<file path="src/rtl/memfifo_pkg.sv">
// Shared widths and buffer sizing for the memory-FIFO to EZ-USB read path.
package memfifo_pkg;
  localparam int FIFO_W    = 32;
  localparam int USB_W     = 16;
  localparam int BUF_DEPTH = 2;
  localparam int CNT_W     = 32;

  // Buffer occupancy 0..BUF_DEPTH.
  typedef logic [1:0] occ_t;
endpackage

</file>
<file path="src/rtl/unpack_buf.sv">
// Two-entry ring buffer holding whole FIFO words until both halves are sent.
module unpack_buf
  import memfifo_pkg::*;
(
  input  logic              clk,
  input  logic              reset,
  input  logic              push,
  input  logic              pop,
  input  logic [FIFO_W-1:0] din,
  output logic [FIFO_W-1:0] dout,
  output occ_t              count
);
  logic [FIFO_W-1:0] mem_q [BUF_DEPTH];
  logic [FIFO_W-1:0] mem_d [BUF_DEPTH];
  logic              head_q, head_d;
  logic              tail_q, tail_d;
  occ_t              count_q, count_d;

  always_comb begin
    // NOTE: every signal gets a default before any branch, so no path leaves one unassigned (no latch).
    mem_d   = mem_q;
    head_d  = head_q;
    tail_d  = tail_q;
    count_d = count_q;
    if (push) begin
      mem_d[tail_q] = din;
      tail_d        = ~tail_q;
    end
    if (pop) head_d = ~head_q;
    unique case ({push, pop})
      2'b10:   count_d = count_q + occ_t'(1);
      2'b01:   count_d = count_q - occ_t'(1);
      default: count_d = count_q;
    endcase
  end

  always_ff @(posedge clk) begin
    if (reset) begin
      // NOTE: storage is reset as well so the head word, and thus usb_di, reads 0 after reset.
      for (int i = 0; i < BUF_DEPTH; i++) mem_q[i] <= '0;
      head_q  <= 1'b0;
      tail_q  <= 1'b0;
      count_q <= '0;
    end else begin
      // NOTE: non-blocking assignments so every flop samples pre-edge values.
      mem_q   <= mem_d;
      head_q  <= head_d;
      tail_q  <= tail_d;
      count_q <= count_d;
    end
  end

  assign dout  = mem_q[head_q];
  assign count = count_q;
endmodule

</file>
<file path="src/rtl/fifo_usb_unpacker.sv">
// Prefetches 32-bit FIFO words and streams them to ezusb_io as 16-bit halves.
module fifo_usb_unpacker
  import memfifo_pkg::*;
#(
  parameter bit HI_FIRST = 1'b0
) (
  input  logic              ifclk,
  input  logic              reset,
  input  logic              enable,
  input  logic [FIFO_W-1:0] fifo_do,
  input  logic              fifo_empty,
  input  logic              fifo_rderr,
  output logic              fifo_rden,
  output logic [USB_W-1:0]  usb_di,
  output logic              usb_di_valid,
  input  logic              usb_di_ready,
  output logic [CNT_W-1:0]  word_cnt,
  output logic              rderr_sticky
);
  logic              pend_q, pend_d;
  logic              half_q, half_d;
  logic [CNT_W-1:0]  word_cnt_q, word_cnt_d;
  logic              rderr_q, rderr_d;
  occ_t              buf_count;
  logic [FIFO_W-1:0] head_data;
  logic              xfer;
  logic              pop;

  // Buffered plus in-flight words may never exceed the buffer depth.
  assign fifo_rden = enable && !fifo_empty && !reset &&
                     (({1'b0, buf_count} + {2'b00, pend_q}) < 3'(BUF_DEPTH));

  assign usb_di_valid = (buf_count != '0);
  assign usb_di       = (half_q ^ HI_FIRST) ? head_data[FIFO_W-1:USB_W]
                                            : head_data[USB_W-1:0];
  assign xfer         = usb_di_valid && usb_di_ready;
  assign pop          = xfer && half_q;

  always_comb begin
    pend_d     = fifo_rden;
    half_d     = half_q ^ xfer;
    word_cnt_d = word_cnt_q + CNT_W'(xfer);
    rderr_d    = rderr_q | fifo_rderr;
  end

  always_ff @(posedge ifclk) begin
    if (reset) begin
      pend_q     <= 1'b0;
      half_q     <= 1'b0;
      word_cnt_q <= '0;
      rderr_q    <= 1'b0;
    end else begin
      pend_q     <= pend_d;
      half_q     <= half_d;
      word_cnt_q <= word_cnt_d;
      rderr_q    <= rderr_d;
    end
  end

  unpack_buf u_buf (
    .clk   (ifclk),
    .reset (reset),
    .push  (pend_q),
    .pop   (pop),
    .din   (fifo_do),
    .dout  (head_data),
    .count (buf_count)
  );

  assign word_cnt     = word_cnt_q;
  assign rderr_sticky = rderr_q;
endmodule

</file>
<file path="config.mk">
export PLATFORM = sky130hd
export DESIGN_NAME = fifo_usb_unpacker
export DESIGN_NICKNAME = d
export VERILOG_FILES = /design/src/rtl/memfifo_pkg.sv /design/src/rtl/unpack_buf.sv /design/src/rtl/fifo_usb_unpacker.sv
export SDC_FILE = /design/constraint.sdc
export NUM_CORES = 1
export LEC_CHECK = 0
export ABC_CLOCK_PERIOD_IN_PS = 3100
export CAP_MARGIN = 20
export CORE_MARGIN = 2
export CORE_UTILIZATION = 54
export CTS_BUF_LIST = sky130_fd_sc_hd__clkbuf_8
export DETAILED_ROUTE_END_ITERATION = 7
export GPL_TIMING_DRIVEN = 0
export PLACE_DENSITY = 0.82
export RECOVER_POWER = 100
export SLEW_MARGIN = 20
export SYNTH_ARGS = -nofsm -noshare
export SYNTH_HDL_FRONTEND = slang
export SYNTH_HIERARCHICAL = 1
export SYNTH_SLANG_ARGS = --single-unit
</file>
<file path="constraint.sdc">
create_clock -name ifclk -period 3.1 [get_ports ifclk]
set_input_delay 0.31 -clock ifclk [delete_from_list [all_inputs] [get_ports ifclk]]
set_output_delay 0.31 -clock ifclk [all_outputs]
set_load 0.02 [all_outputs]
</file>
==> out/qor.yml <==
critical_path:
  crit_fanout: 10
  slowest_stage: "clkdlybuf4s50_1"
  cp_cell_sequence: "clkbuf_1 > clkbuf_1 > mux2_1 > clkdlybuf4s50_1"
  rrSetupSlack_ps: 360
  start_kind: "flop"
  end_kind: "primary output"
  r2r_start: "u_buf/count[0]$_SDFFE_PP0P_"
  critPathMaxStageDelay_ps: 550
  r2r_cells: 9
  crit_type: "reg -> out"
  crit_top_cell: "clkbuf_1"
  worstPathArrival_ps: 2540
  r2r_end: "word_cnt[22]$_SDFF_PP0_"
  crit_required_ps: 2790
sta:
  setup_tns_ps: 0
  setup_ws_ps: 247
  worst_pin_slew_ps: 620
  fin_hold_ws_ps: 456
  rsz0062_at_grt: "false"
  maxSlewHeadroom_pct: 58.7
  finalSetupViolations: 0
  post-route-period-util_pct: 92.0
  fin_crit_ps: 2850
  slew_viol_final: 0
  fmax_ghz: 0.350
  hold_viol: 0
  skew_ps: 10.6
hold_path:
  whs_endpoint: "u_buf/mem_q[59]$_SDFFE_PP0P_"
  holdPathStages: 2
  min_from: "u_buf/mem_q[59]$_SDFFE_PP0P_"
  hold_path.class: "reg -> reg"
finish:
  syn_to_final_growth_pct: 25.2
  antenna_cells: 0
  drive_above_1_share_pct: 14.9
  multiInputGateArea_mm2: 0.00235
  layout.nets: 683
  area.sequential_mm2: 0.00206
  fillers: 729
status:
  status: "completed"
place:
  gp_congestion: 0.841
  hpwl_um: 8380
  io_buffers: 88
  dp_slack_ps: 315
synth:
  yosys-top-cells-area: "dfxtp_1 (44%), mux2_2 (12%), nand2_1 (11%)"
  synth.distinct_cells: 37
  syn_area_per_cell_um2: 8.67
  synth_seq_cells: 103
  syn_nets: 584
  synth_area_mm2: 0.00469
  synth_edf_count: 0
  synth-compound-area-share_pct: 12.2
  yosys.area.top_type: "dfxtp_1"
  synth_top_area_share_pct: 44.0
  ys_warn_count: 6
  seq_area_frac_synth_pct: 44.0
  synth_top_family_by_area: "simple AND/OR/NAND/NOR gates"
  synthArstFlopShare_pct: 0
  synth_common_cells: "nand2_1 (142), dfxtp_1 (103), a21oi_1 (79)"
  synth-simple-area-share_pct: 22.0
  yosys_most_used_dff: "dfxtp_1"
  synth.most_common_cell: "nand2_1"
  synth_xor_area_share_pct: 2.43
  synth.mux.area_fraction_pct: 12.2
  synth-adder-area-share_pct: 1.33
  synthCells: 541
clock_network:
  cts_buffers: 9
  clock_latency_ps: 370
  hold_buffers: 0
  h-tree-depth: 3
  clock-sinks: 103
  clockBufferDepth: 2
  clockRootBuffer: "clkbuf_8"
  clk_pin_slew_worst_paths_ps: 90
  post-cts-setup-buffers: 0
  cts_tree: "done"
  ctsResizeCount: 0
floorplanning:
  ios: 89
  die-height_um: 97.2
  fp-row-count: 34
  core_area_mm2: 0.00855
  die_area_mm2: 0.00945
  initial_utilization_pct: 54.9
  die_w_um: 97.2
grt:
  track_usage_pct: 24.7
  grt_first_pass_wirelength_um: 19000
  antenna_found_initial: 0
  first_global_vias: 3971
  grt_max_degree: 17
  globalRoute.totalOverflow: 0
pwr:
  power_leakage_nw: 2.15
  vdd_ir_drop_max_v: 0.000275
  powerDensity_mw_per_mm2: 408
detailed_routing:
  antenna_left: 0
  vias: 4185
  drc: 0
  finalWirelength_um: 11500
  wl_per_cell_um: 15.3
  drtIter0Drc: 181
  viasPerCell: 5.56
  dr.pass1.iters: 5
run:
  drv_cap: 0
-- area by class of cell --
| cell class | count | share of cell area, % |
|---|---|---|
| flip-flops and latches | 103 | 35.1 |
| clock buffers | 9 | 2.11 |
| clock inverters | 7 | 1.13 |
| well taps | 108 | 2.30 |
| plain buffers | 39 | 3.98 |
| repair buffers | 88 | 15.0 |
| inverters | 5 | 0.320 |
| multi-input cells | 394 | 40.0 |
-- report_power, final --
group | switching [mW] | internal [mW]
Combinational | 0.108 | 0.109
Sequential | 0.0125 | 1.34
Clock | 0.456 | 0.368
-- critical path, delay by kind of cell, from the launching register on --
kind,cells,cell delay [ps]
buffers and inverters,3,1420
muxes,1,410
DFF,1,350
-- cell usage in the layout (no fill, tap or decap), types with 7 or more instances in the layout --
master,instances
a21oi_1,80
buf_4,7
buf_6,7
clkbuf_1,18
clkbuf_8,9
clkdlybuf4s50_1,48
dfxtp_1,103
dlygate4sd3_1,40
inv_1,7
mux2_2,49
nand2_1,142
nand3_1,7
nand4_1,7
nor2_1,17
nor2b_1,7
o31ai_1,13
or4_1,13
xnor2_1,7
-- worst max-delay path by stage --
stage                                 from                 endpoint  slack [ps]  cells past startpoint
2_1_floorplan  u_buf/count[0]$_SDFFE_PP0P_  word_cnt[22]$_SDFF_PP0_         740                      9
3_3_place_gp                  usb_di_ready  word_cnt[22]$_SDFF_PP0_         340                      9
3_5_place_dp                  usb_di_ready  word_cnt[22]$_SDFF_PP0_         310                      9
4_1_cts                  half_q$_SDFF_PP0_               usb_di[11]         220                      4
5_1_grt                  half_q$_SDFF_PP0_               usb_di[11]          90                      4
6_report                 half_q$_SDFF_PP0_               usb_di[11]         250                      4
-- routing by layer --
metal	up-vias	global-route usage (%)	part of all wire [%]	wire length [um]
met5	-	0	0	0
met4	0	6.28	1.5	168
met3	15	5.32	5.9	680
met2	138	43.5	50	5790
met1	1980	30.9	42	4880
li1	2052	-	-	-
-- logic make-up (layout without fill, tap and decap cells) --
| group | after synthesis | after routing |
|---|---|---|
| buffers and inverters | 44 | 148 |
| and+or+nand+nor | 222 | 222 |
| adders and majority gates | 5 | 5 |
| xor gates and xnor gates | 13 | 13 |
| AOI/OAI and AO/OA | 103 | 103 |
| DFF | 103 | 103 |
| muxes | 51 | 51 |
-- per-stage QoR --
| stage | area, um2 | power, mW | instances | utilization [%] |
|---|---|---|---|---|
| 2_1_floorplan | 4690 | 1.50 | 541 | - |
| 3_3_place_gp | 5710 | 1.60 | 737 | 66.7 |
| 3_5_place_dp | 5710 | 1.61 | 737 | 66.7 |
| 4_1_cts | 5900 | 2.42 | 753 | 69.0 |
| 5_1_grt | 5870 | 2.49 | 753 | 68.7 |
| 6_report | 5870 | 2.40 | 753 | 68.7 |
-- sequential cells by signal, indices dropped and copies added, names as in the netlist --
name / cells
pend_q: 1
u_buf/mem_q: 64
half_q: 1
u_buf/head_q: 1
u_buf/count: 2
u_buf/tail_q: 1
rderr_sticky: 1
word_cnt: 32
No activity file was read; power rests on OpenSTA's default activity.
